===== src/rtl/regfile_access_ctrl.sv =====
// ---------------------------------------------------------------------------
// regfile_access_ctrl
//   Scoreboard and write-port arbiter for the register file in the
//   register-read stage. It keeps one busy bit per register and stalls issue
//   on RAW/WAW hazards. It arbitrates the ALU and load write-back requesters
//   onto the single write port, using starvation-protected mem-first
//   priority, and drives that write port from registers.
//
// Ports
//   clk, reset        : clock, synchronous active-high reset
//   flush             : squashes the instruction presented at issue this cycle
//   iss_*             : issue request (sources, destination) / iss_ready grant
//   wb_alu_*          : ALU write-back request, wb_alu_ready grant
//   wb_mem_*          : load write-back request, wb_mem_ready grant
//   rf_we/waddr/wdata : registered register-file write port
//   busy              : registered outstanding-write bit per register
//   err_spurious      : sticky flag, a commit hit a register that was not busy
// ---------------------------------------------------------------------------
module regfile_access_ctrl #(
  parameter int NREG         = 8,
  parameter int AW           = 3,
  parameter int DW           = 16,
  parameter int STARVE_LIMIT = 3
) (
  input  logic            clk,
  input  logic            reset,
  input  logic            flush,
  input  logic            iss_valid,
  input  logic [AW-1:0]   iss_src_a,
  input  logic            iss_use_a,
  input  logic [AW-1:0]   iss_src_b,
  input  logic            iss_use_b,
  input  logic [AW-1:0]   iss_dst,
  input  logic            iss_wr,
  output logic            iss_ready,
  input  logic            wb_alu_valid,
  input  logic [AW-1:0]   wb_alu_addr,
  input  logic [DW-1:0]   wb_alu_data,
  output logic            wb_alu_ready,
  input  logic            wb_mem_valid,
  input  logic [AW-1:0]   wb_mem_addr,
  input  logic [DW-1:0]   wb_mem_data,
  output logic            wb_mem_ready,
  output logic            rf_we,
  output logic [AW-1:0]   rf_waddr,
  output logic [DW-1:0]   rf_wdata,
  output logic [NREG-1:0] busy,
  output logic            err_spurious
);

  localparam int SCW = $clog2(STARVE_LIMIT + 1);
  localparam logic [SCW-1:0] STARVE_MAX = SCW'(STARVE_LIMIT);

  logic [NREG-1:0] busy_r;
  logic            rf_we_r;
  logic [AW-1:0]   rf_waddr_r;
  logic [DW-1:0]   rf_wdata_r;
  logic            err_r;
  logic [SCW-1:0]  starve_r;

  logic            hazard_s;
  logic            iss_ready_s;
  logic            alu_force_s;
  logic            alu_grant_s;
  logic            mem_grant_s;
  logic            grant_s;
  logic [AW-1:0]   grant_addr_s;
  logic [DW-1:0]   grant_data_s;
  logic [SCW-1:0]  starve_nxt_s;
  logic [NREG-1:0] busy_nxt_s;
  logic            err_nxt_s;

  // Issue hazard check against the registered busy vector (no bypass).
  always_comb begin
    hazard_s    = 1'b0;
    iss_ready_s = 1'b0;
    hazard_s = (iss_use_a & busy_r[iss_src_a]) |
               (iss_use_b & busy_r[iss_src_b]) |
               (iss_wr    & busy_r[iss_dst]);
    if (reset) begin
      iss_ready_s = 1'b0;
    end else begin
      iss_ready_s = iss_valid & ~flush & ~hazard_s;
    end
  end

  // Write-port arbitration: mem first unless the ALU has hit its starve limit.
  always_comb begin
    alu_force_s  = 1'b0;
    alu_grant_s  = 1'b0;
    mem_grant_s  = 1'b0;
    grant_addr_s = wb_mem_addr;
    grant_data_s = wb_mem_data;
    if (reset) begin
      alu_grant_s = 1'b0;
      mem_grant_s = 1'b0;
    end else begin
      alu_force_s = wb_alu_valid & (starve_r == STARVE_MAX);
      alu_grant_s = wb_alu_valid & (alu_force_s | ~wb_mem_valid);
      mem_grant_s = wb_mem_valid & ~alu_grant_s;
    end
    if (alu_grant_s) begin
      grant_addr_s = wb_alu_addr;
      grant_data_s = wb_alu_data;
    end else begin
      grant_addr_s = wb_mem_addr;
      grant_data_s = wb_mem_data;
    end
    grant_s = alu_grant_s | mem_grant_s;
  end

  // Starvation counter: counts consecutive cycles the ALU asked and lost.
  always_comb begin
    starve_nxt_s = starve_r;
    if (!wb_alu_valid || alu_grant_s) begin
      starve_nxt_s = {SCW{1'b0}};
    end else begin
      starve_nxt_s = starve_r + SCW'(1);
    end
  end

  // Busy/error update: the commit clears first, so a same-edge issue set wins.
  always_comb begin
    busy_nxt_s = busy_r;
    err_nxt_s  = err_r;
    if (rf_we_r) begin
      if (!busy_r[rf_waddr_r]) begin
        err_nxt_s = 1'b1;
      end else begin
        err_nxt_s = err_r;
      end
      busy_nxt_s[rf_waddr_r] = 1'b0;
    end else begin
      err_nxt_s = err_r;
    end
    if (iss_ready_s && iss_wr) begin
      busy_nxt_s[iss_dst] = 1'b1;
    end else begin
      busy_nxt_s = busy_nxt_s;
    end
  end

  // State registers: scoreboard, error flag, starve counter, write port.
  always_ff @(posedge clk) begin
    if (reset) begin
      busy_r     <= {NREG{1'b0}};
      err_r      <= 1'b0;
      starve_r   <= {SCW{1'b0}};
      rf_we_r    <= 1'b0;
      rf_waddr_r <= {AW{1'b0}};
      rf_wdata_r <= {DW{1'b0}};
    end else begin
      busy_r   <= busy_nxt_s;
      err_r    <= err_nxt_s;
      starve_r <= starve_nxt_s;
      rf_we_r  <= grant_s;
      if (grant_s) begin
        rf_waddr_r <= grant_addr_s;
        rf_wdata_r <= grant_data_s;
      end
    end
  end

  assign iss_ready    = iss_ready_s;
  assign wb_alu_ready = alu_grant_s;
  assign wb_mem_ready = mem_grant_s;
  assign rf_we        = rf_we_r;
  assign rf_waddr     = rf_waddr_r;
  assign rf_wdata     = rf_wdata_r;
  assign busy         = busy_r;
  assign err_spurious = err_r;

endmodule

===== config.mk =====
export PLATFORM = sky130hd
export DESIGN_NAME = regfile_access_ctrl
export DESIGN_NICKNAME = d
export VERILOG_FILES = /design/src/rtl/regfile_access_ctrl.sv
export SDC_FILE = /design/constraint.sdc
export NUM_CORES = 1
export LEC_CHECK = 0
export ABC_AREA = 0
export ABC_CLOCK_PERIOD_IN_PS = 1600
export BUFFER_PORTS_ARGS = -buffer_cell sky130_fd_sc_hd__buf_4
export CORE_MARGIN = 5
export CORE_UTILIZATION = 45
export DETAILED_ROUTE_END_ITERATION = 8
export PLACE_DENSITY = 0.8
export SYNTH_ARGS = -nofsm -noshare
export SYNTH_HDL_FRONTEND = slang
export SYNTH_SLANG_ARGS = --single-unit
export TNS_END_PERCENT = 20

===== constraint.sdc =====
create_clock -name clk -period 1.6 [get_ports clk]
set_input_delay 0.08 -clock clk [delete_from_list [all_inputs] [get_ports clk]]
set_output_delay 0.08 -clock clk [all_outputs]
set_load 0.02 [all_outputs]

==> results of run 1 <==
-- worst max path at each step --
stage / end / slack, ns / depth (start not counted)
after detailed placement: busy[0] / 0.02 / 5
after global placement: iss_ready / 0.07 / 6
after global routing: iss_ready / -0.21 / 5
after floorplan: iss_ready / 0.04 / 4
after CTS: iss_ready / -0.14 / 5
final: iss_ready / -0.15 / 5
-- registers in the layout, summed over array words and instances, names as in the netlist --
signal	count
err_spurious	1
rf_we	1
rf_waddr	3
rf_wdata	16
starve_r	2
busy	8
-- final cells by class --
class	instances	share of cell area, %
clock buffer	8	3.75
inverter	3	0.422
multi-input combinational	131	39.6
sequential	31	23.5
tap	48	2.25
timing repair buffer	101	30.5
-- layer usage --
metal | routed length [microns] | vias to the layer above
li1 | - | 869
met1 | 1840 | 815
met2 | 2360 | 82
met3 | 505 | 4
met4 | 51 | 0
met5 | 0 | -
-- repair_timing --
action / 4_1_cts / 5_1_grt
pin swaps: 4 / 4
setup endpoints to repair: 2 / 12
buffers inserted: 5 / 1
gates resized for setup: 10 / 4
hold endpoints to repair: 0 / 0
-- cell families after synthesis --
| logic type | count (synthesis) |
|---|---|
| muxes | 31 |
| adders and majority gates | 1 |
| buffers and inverters | 14 |
| AOI/OAI and AO/OA | 52 |
| DFF | 31 |
| and+or+nand+nor | 47 |
-- placed cells by master, fill, tap and decap left out, types with 2 or more instances in the layout --
cell | Yosys | routed
nor2_1 | 27 | 25
nor2b_1 | 5 | 5
nor2_2 | 0 | 2
buf_12 | 0 | 4
o21ai_1 | 8 | 7
o31ai_2 | 0 | 2
clkbuf_8 | 0 | 7
inv_1 | 2 | 2
buf_6 | 0 | 2
a211oi_1 | 19 | 19
nand2_1 | 4 | 4
dfxtp_2 | 0 | 5
mux2_1 | 3 | 3
o211ai_1 | 6 | 6
o2111ai_1 | 8 | 8
buf_4 | 2 | 95
and2_1 | 3 | 3
nand2b_1 | 5 | 5
a21oi_1 | 2 | 2
o311ai_0 | 2 | 2
mux2i_1 | 22 | 21
dfxtp_1 | 31 | 26
mux4_2 | 5 | 5
-- power by group --
| group | switching (W) | total [W] | internal, W |
|---|---|---|---|
| registers | 0.0000340 | 0.000851 | 0.000817 |
| clock network | 0.000266 | 0.000658 | 0.000392 |
| logic | 0.000226 | 0.000472 | 0.000246 |
-- worst max-delay path, cell delays in order (launching register included) --
cell      delay, ns
dfxtp_2        0.35
mux4_2         0.47
o22ai_2        0.16
o211ai_2       0.13
nor2_2         0.15
buf_6          0.13
-- through the flow --
step	area, sq um	hold slack (ns)
2_1_floorplan	1700	0.238
3_3_place_gp	2480	0.373
3_5_place_dp	2480	0.374
4_1_cts	2650	0.0747
5_1_grt	2670	0.0778
6_report	2670	0.0860
==> key figures, run 1 <==
Clock network
  – Clk slew on worst S/H paths: 0.06 ns
  – CTS tree: done
  – CTS Root Cell: clkbuf_8
  – Htree depth: 2
  – Clock buffer depth: 2
  – Worst-Skew Late Latency: 0.28 ns
  – Clk sink count: 31
  – Num CTS Buffers: 5
  – CTS Hold Bufs: 0

Timing
  – Post-route setup slack: -0.147 ns
  – Setup_tns: -0.224 ns
  – F_max: 0.572 GHz
  – Worst Tran Pin Value: 0.360 ns
  – Tcrit/Tclk final: 109%
  – Crit path time final: 1.75 ns
  – Count of final setup violators: 4
  – Max_slew headroom: 75.7%
  – Slew Viols, Final: 0
  – Clock Skew: 0.00364 ns
  – RSZ-0062 raised after global routing: true
  – Fin. Hold Viols: 0

Worst setup path
  – Crit. End Element: output port
  – CP Data Arrival Time: 1.67 ns
  – Critical path class: reg2out
  – FF-to-FF End: busy[0]
  – Crit path launch type: flip-flop
  – Crit-path max FO: 6
  – Reg2reg path depth: 6
  – Worst R2R Start: busy[7]
  – Flop-to-flop setup slack: -0.06 ns
  – Setup crit start: busy[7]
  – Critical Path RT: 1.52 ns

GRT
  – Initial antenna violation count: 0
  – Largest net degree at the start of global routing: 36
  – First-pass GRT wire length: 7980 microns
  – GR peak layer: met2
  – M2 GR Usage: 30.9%
  – Remaining Overflow, GRT: 0
  – Met3 usage: 7.29%
  – Grt met1 use: 24.2%
  – Tot GR Track Use: 19.5%
  – Vias in the first global route: 1,664

Finish
  – Nets: 330
  – Area occupied by multi-input gates: 1060 sq um
  – Fillers: 266
  – Area growth syn-to-layout: 57.3%
  – Post-layout util: 73.0%
  – Ratio of cells with drive above 1 in the final layout: 47.8%
  – Non-filler cells, final: 322
  – ANT cells: 0
  – Register area: 627 sq um

Place
  – # placed instances: 308
  – PortBufs: 87
  – GPL Wtd Cong: 0.876
  – DP HPWL: 3720 microns
  – Dpl ws: 0.0172 ns

Routing
  – Iter 0 DRT Violations: 108
  – Routed WL per cell: 14.8 microns
  – DRC Markers: 0
  – First-pass detailed-route iteration total: 4
  – ANT nets after route: 0
  – Vias/cell: 5.50
  – Vias after detailed routing: 1,770
  – Final WL: 4760 microns

Yosys
  – Share of the synthesized area in the top cell type: 36.6%
  – Synth Area in Simple Gates: 13.1%
  – Primary FF master, synth: dfxtp_1
  – Synth cell types: 31
  – Most common cell in the netlist: dfxtp_1
  – Compound-cell area share of the yosys netlist: 23.7%
  – Adder-Cell Fraction of Synth Area: 0.737%
  – Synth Cell Area: 1700 sq um
  – Async set-or-reset flop fraction in the synthesized netlist: 0%
  – Post-synthesis register bit count: 31
  – Area contributors post-synth: dfxtp_1 37%, mux2i_1 13%, a211oi_1 8.4%
  – Syn Inst Count: 176
  – Largest family of logic cells by synthesized area: compound AO/OA/AOI/OAI gates
  – Post-synth net total: 233
  – Post-synthesis mux area share: 22.3%
  – Yosys top cell by area: dfxtp_1
  – Synth Area in XOR/XNOR: 0%
  – YS warnings: 0
  – Sequential share of the synthesized area: 36.6%
  – EDFF count, synth: 0
  – Syn Area/Cell: 9.65 sq um
  – Leading cell types by count after synthesis: 31 x dfxtp_1, 27 x nor2_1, 22 x mux2i_1, 19 x a211oi_1

Die
  – Core area: 3660 sq um
  – Starting Density: 46.4%
  – Row count: 22
  – Die X: 71.4 microns
  – Total die area: 5100 sq um
  – I/O Pins: 88
  – Die height: 71.4 microns

Outcome
  – Status: complete, but fails checks
  – Failing checks: setup timing

Min path
  – Hold Path Class: in2reg
  – Hold depth: 3
  – Hold Path Sink: starve_r[0]
  – Min-delay src: wb_mem_valid

Pwr
  – Total power: 0.00198 W
  – Leak pwr: 1.16 nW
  – Peak supply drop: 0.604 mV
  – Pwr per Cell Area: 741 nW/um^2

Flow run
  – Maxcap violations: 0
Note: power is estimated with default switching activity, not from simulation.
==> inputs of run 2 (changes only) <==
Settings changed: ABC_CLOCK_PERIOD_IN_PS 1600 to 1450, CELL_PAD_IN_SITES_DETAIL_PLACEMENT set to 1, CELL_PAD_IN_SITES_GLOBAL_PLACEMENT set to 1, CORE_UTILIZATION 45 to 29, PLACE_DENSITY 0.8 to unset, PLACE_DENSITY_LB_ADDON set to 0.1.
Clock period 1.6 ns to 1.45 ns, I/O delays scaled along.
==> run 2 against run 1 <==
The flow still finishes with violations (setup timing). Clock power increased by 35%. Non-clock buffer count rose by 10. Clock skew increased by 0.0041 ns. Die area increased by 47%. Wire length rose by 23%. Critical endpoint unchanged.
==> key figures, run 2 (synthesized netlist as in run 1, its figures left out) <==
Worst setup path
  – Crit-path max FO: 5 (was 6)
  – Crit path launch type: flip-flop (unchanged)
  – Crit-path cells: mux4_2, a22oi_4, o31ai_2, nor2_2, buf_6 (was mux4_2, o22ai_2, o211ai_2, nor2_2, buf_6)
  – Max incr delay on CP: 0.48 ns (was 0.47 ns)
  – Reg2reg path depth: 6 (unchanged)
  – Critical Path RT: 1.38 ns (was 1.52 ns)
  – Crit. End Element: output port (unchanged)
  – Flop-to-flop setup slack: -0.22 ns (was -0.06 ns)
  – Critical path class: reg2out (unchanged)
  – CP Data Arrival Time: 1.65 ns (was 1.67 ns)
  – FF-to-FF End: busy[6] (was busy[0])
  – Worst R2R Start: busy[7] (unchanged)
  – Slowest-stage cell, CP: mux4_2 (unchanged)

Place
  – PortBufs: 87 (unchanged)
  – DP HPWL: 4630 microns (was 3720 microns)
  – Placed cell area: 2590 sq um (was 2480 sq um)
  – GPL Wtd Cong: 0.872 (was 0.876)

GRT
  – Vias in the first global route: 1,794 (was 1,664)
  – First-pass GRT wire length: 9090 microns (was 7980 microns)
  – Initial antenna violation count: 0 (unchanged)
  – Largest net degree at the start of global routing: 28 (was 36)
  – Met3 usage: 4.47% (was 7.29%)
  – Remaining Overflow, GRT: 0 (unchanged)
  – GR peak layer: met2 (unchanged)
  – M2 GR Usage: 25.2% (was 30.9%)
  – Tot GR Track Use: 15.4% (was 19.5%)
  – Grt met1 use: 19.7% (was 24.2%)

Finish
  – Ratio of cells with drive above 1 in the final layout: 51.1% (was 47.8%)
  – ANT cells: 0 (unchanged)
  – Max FFs per register: 16 (unchanged)
  – Area occupied by multi-input gates: 1060 sq um (about the same)
  – Area growth syn-to-layout: 62.8% (was 57.3%)
  – Fillers: 654 (was 266)
  – Most frequent cells in the layout: 107 x buf_4, 25 x nor2_1, 22 x mux2i_1, 22 x dfxtp_1, 18 x a211oi_1 (was 95 x buf_4, 26 x dfxtp_1, 25 x nor2_1, 21 x mux2i_1, 19 x a211oi_1)
  – Commonest non-fill, non-tap cell in the layout: buf_4 (unchanged)
  – Nets: 340 (was 330)
  – Register area: 632 sq um (was 627 sq um)
  – Post-layout util: 49.3% (was 73.0%)
  – Design area: 2760 sq um (was 2670 sq um)

Timing
  – Max_slew headroom: 67.5% (was 75.7%)
  – Count of final setup violators: 13 (was 4)
  – F_max: 0.582 GHz
  – Crit path time final: 1.72 ns
  – Tcrit/Tclk final: 119%
  – Post-route setup slack: -0.268 ns (was -0.147 ns)
  – Clock Skew: 0.00770 ns (was 0.00364 ns)
  – Setup_tns: -1.86 ns (was -0.224 ns)
  – Fin. Hold Viols: 0 (unchanged)
  – Slew Viols, Final: 0 (unchanged)
  – Worst Tran Pin Value: 0.481 ns (was 0.360 ns)
  – RSZ-0062 raised after global routing: true (unchanged)

Die
  – Total die area: 7480 sq um (was 5100 sq um)
  – Die height: 86.5 microns (was 71.4 microns)
  – Core area: 5610 sq um (was 3660 sq um)
  – Starting Density: 30.3% (was 46.4%)
  – Row count: 27 (was 22)
  – I/O Pins: 88 (unchanged)
  – Die X: 86.5 microns (was 71.4 microns)

Clock network
  – CTS Root Cell: clkbuf_8 (unchanged)
  – Clock buffer depth: 2 (unchanged)
  – Clk slew on worst S/H paths: 0.06 ns (about the same)
  – Clk sink count: 31 (unchanged)
  – CTS Hold Bufs: 0 (unchanged)
  – CTS tree: done (unchanged)
  – Htree depth: 2 (unchanged)
  – Num CTS Buffers: 5 (unchanged)
  – Worst-Skew Late Latency: 0.29 ns (was 0.28 ns)

Routing
  – Iter 0 DRT Violations: 109 (was 108)
  – DRC Markers: 0 (unchanged)
  – First-pass detailed-route iteration total: 4 (unchanged)
  – Vias/cell: 5.04 (was 5.50)
  – Final WL: 5830 microns (was 4760 microns)
  – ANT nets after route: 0 (unchanged)
  – Vias after detailed routing: 1,794 (was 1,770)
  – Routed WL per cell: 16.4 microns (was 14.8 microns)

Min path
  – Hold Path Sink: rf_wdata[9] (was starve_r[0])
  – Hold depth: 2 (was 3)
  – Hold Path Class: in2reg (unchanged)
  – Min-delay src: reset (was wb_mem_valid)

Pwr
  – Pwr per Cell Area: 852 nW/um^2 (was 741 nW/um^2)
  – Peak supply drop: 0.403 mV (was 0.604 mV)
  – Total power: 0.00235 W (was 0.00198 W)
  – Leak pwr: 1.21 nW (was 1.16 nW)

Flow run
  – Maxcap violations: 0 (unchanged)

Outcome
  – Status: complete, but fails checks (unchanged)
  – Failing checks: setup timing (unchanged)
[run 2: timing repair]
| item | 4_1_cts | 5_1_grt |
|---|---|---|
| setup endpoints to repair | 17 | 29 |
| buffers inserted | 2 | 0 |
| gates resized for setup | 3 | 8 |
| pin swaps | 2 | 12 |
[run 2: worst max-delay path by stage]
| stage | from | to | slack, ns |
|---|---|---|---|
| after global routing | busy[0] | iss_ready | -0.34 |
| after CTS | busy[7] | iss_ready | -0.29 |
| after global placement | busy[1] | busy[6] | -0.13 |
| after floorplan | busy[6] | iss_ready | -0.1 |
| final | busy[0] | iss_ready | -0.27 |
| after detailed placement | busy[1] | busy[6] | -0.15 |
[run 2: critical path: cells and delay by family (launching register included)]
kind	cells	cell delay (ns)
compound gates	2	0.30
buf+inv	1	0.12
flops	1	0.34
simple gates	1	0.12
mux	1	0.48
[run 2: layout make-up]
class	count	area share, %
inverter	3	0.407
sequential	31	22.9
timing repair buffer	111	31.0
multi-input combinational	131	38.2
clock inverter	2	1.27
tap	72	3.26
clock buffer	6	2.99
[run 2: power by group]
part | switching (W) | total (W) | internal (W)
sequential | 0.0000392 | 0.000941 | 0.000901
combinational | 0.000255 | 0.000522 | 0.000267
clock | 0.000335 | 0.000891 | 0.000556
total | 0.000630 | 0.00235 | 0.00172
[run 2: per-stage QoR]
stage | instances | setup WS [ns] | hold WS (ns)
floorplan | 176 | -0.0997 | 0.230
global placement | 346 | -0.126 | 0.361
detailed placement | 346 | -0.149 | 0.370
CTS | 356 | -0.295 | 0.0693
global route | 356 | -0.339 | 0.0743
finish | 356 | -0.268 | 0.0773
[run 2: per-layer routing]
layer	part of all wire [%]	wire (microns)
met1	44	2560
met2	49	2860
met3	6.4	372
met4	0.62	36
met5	0	0
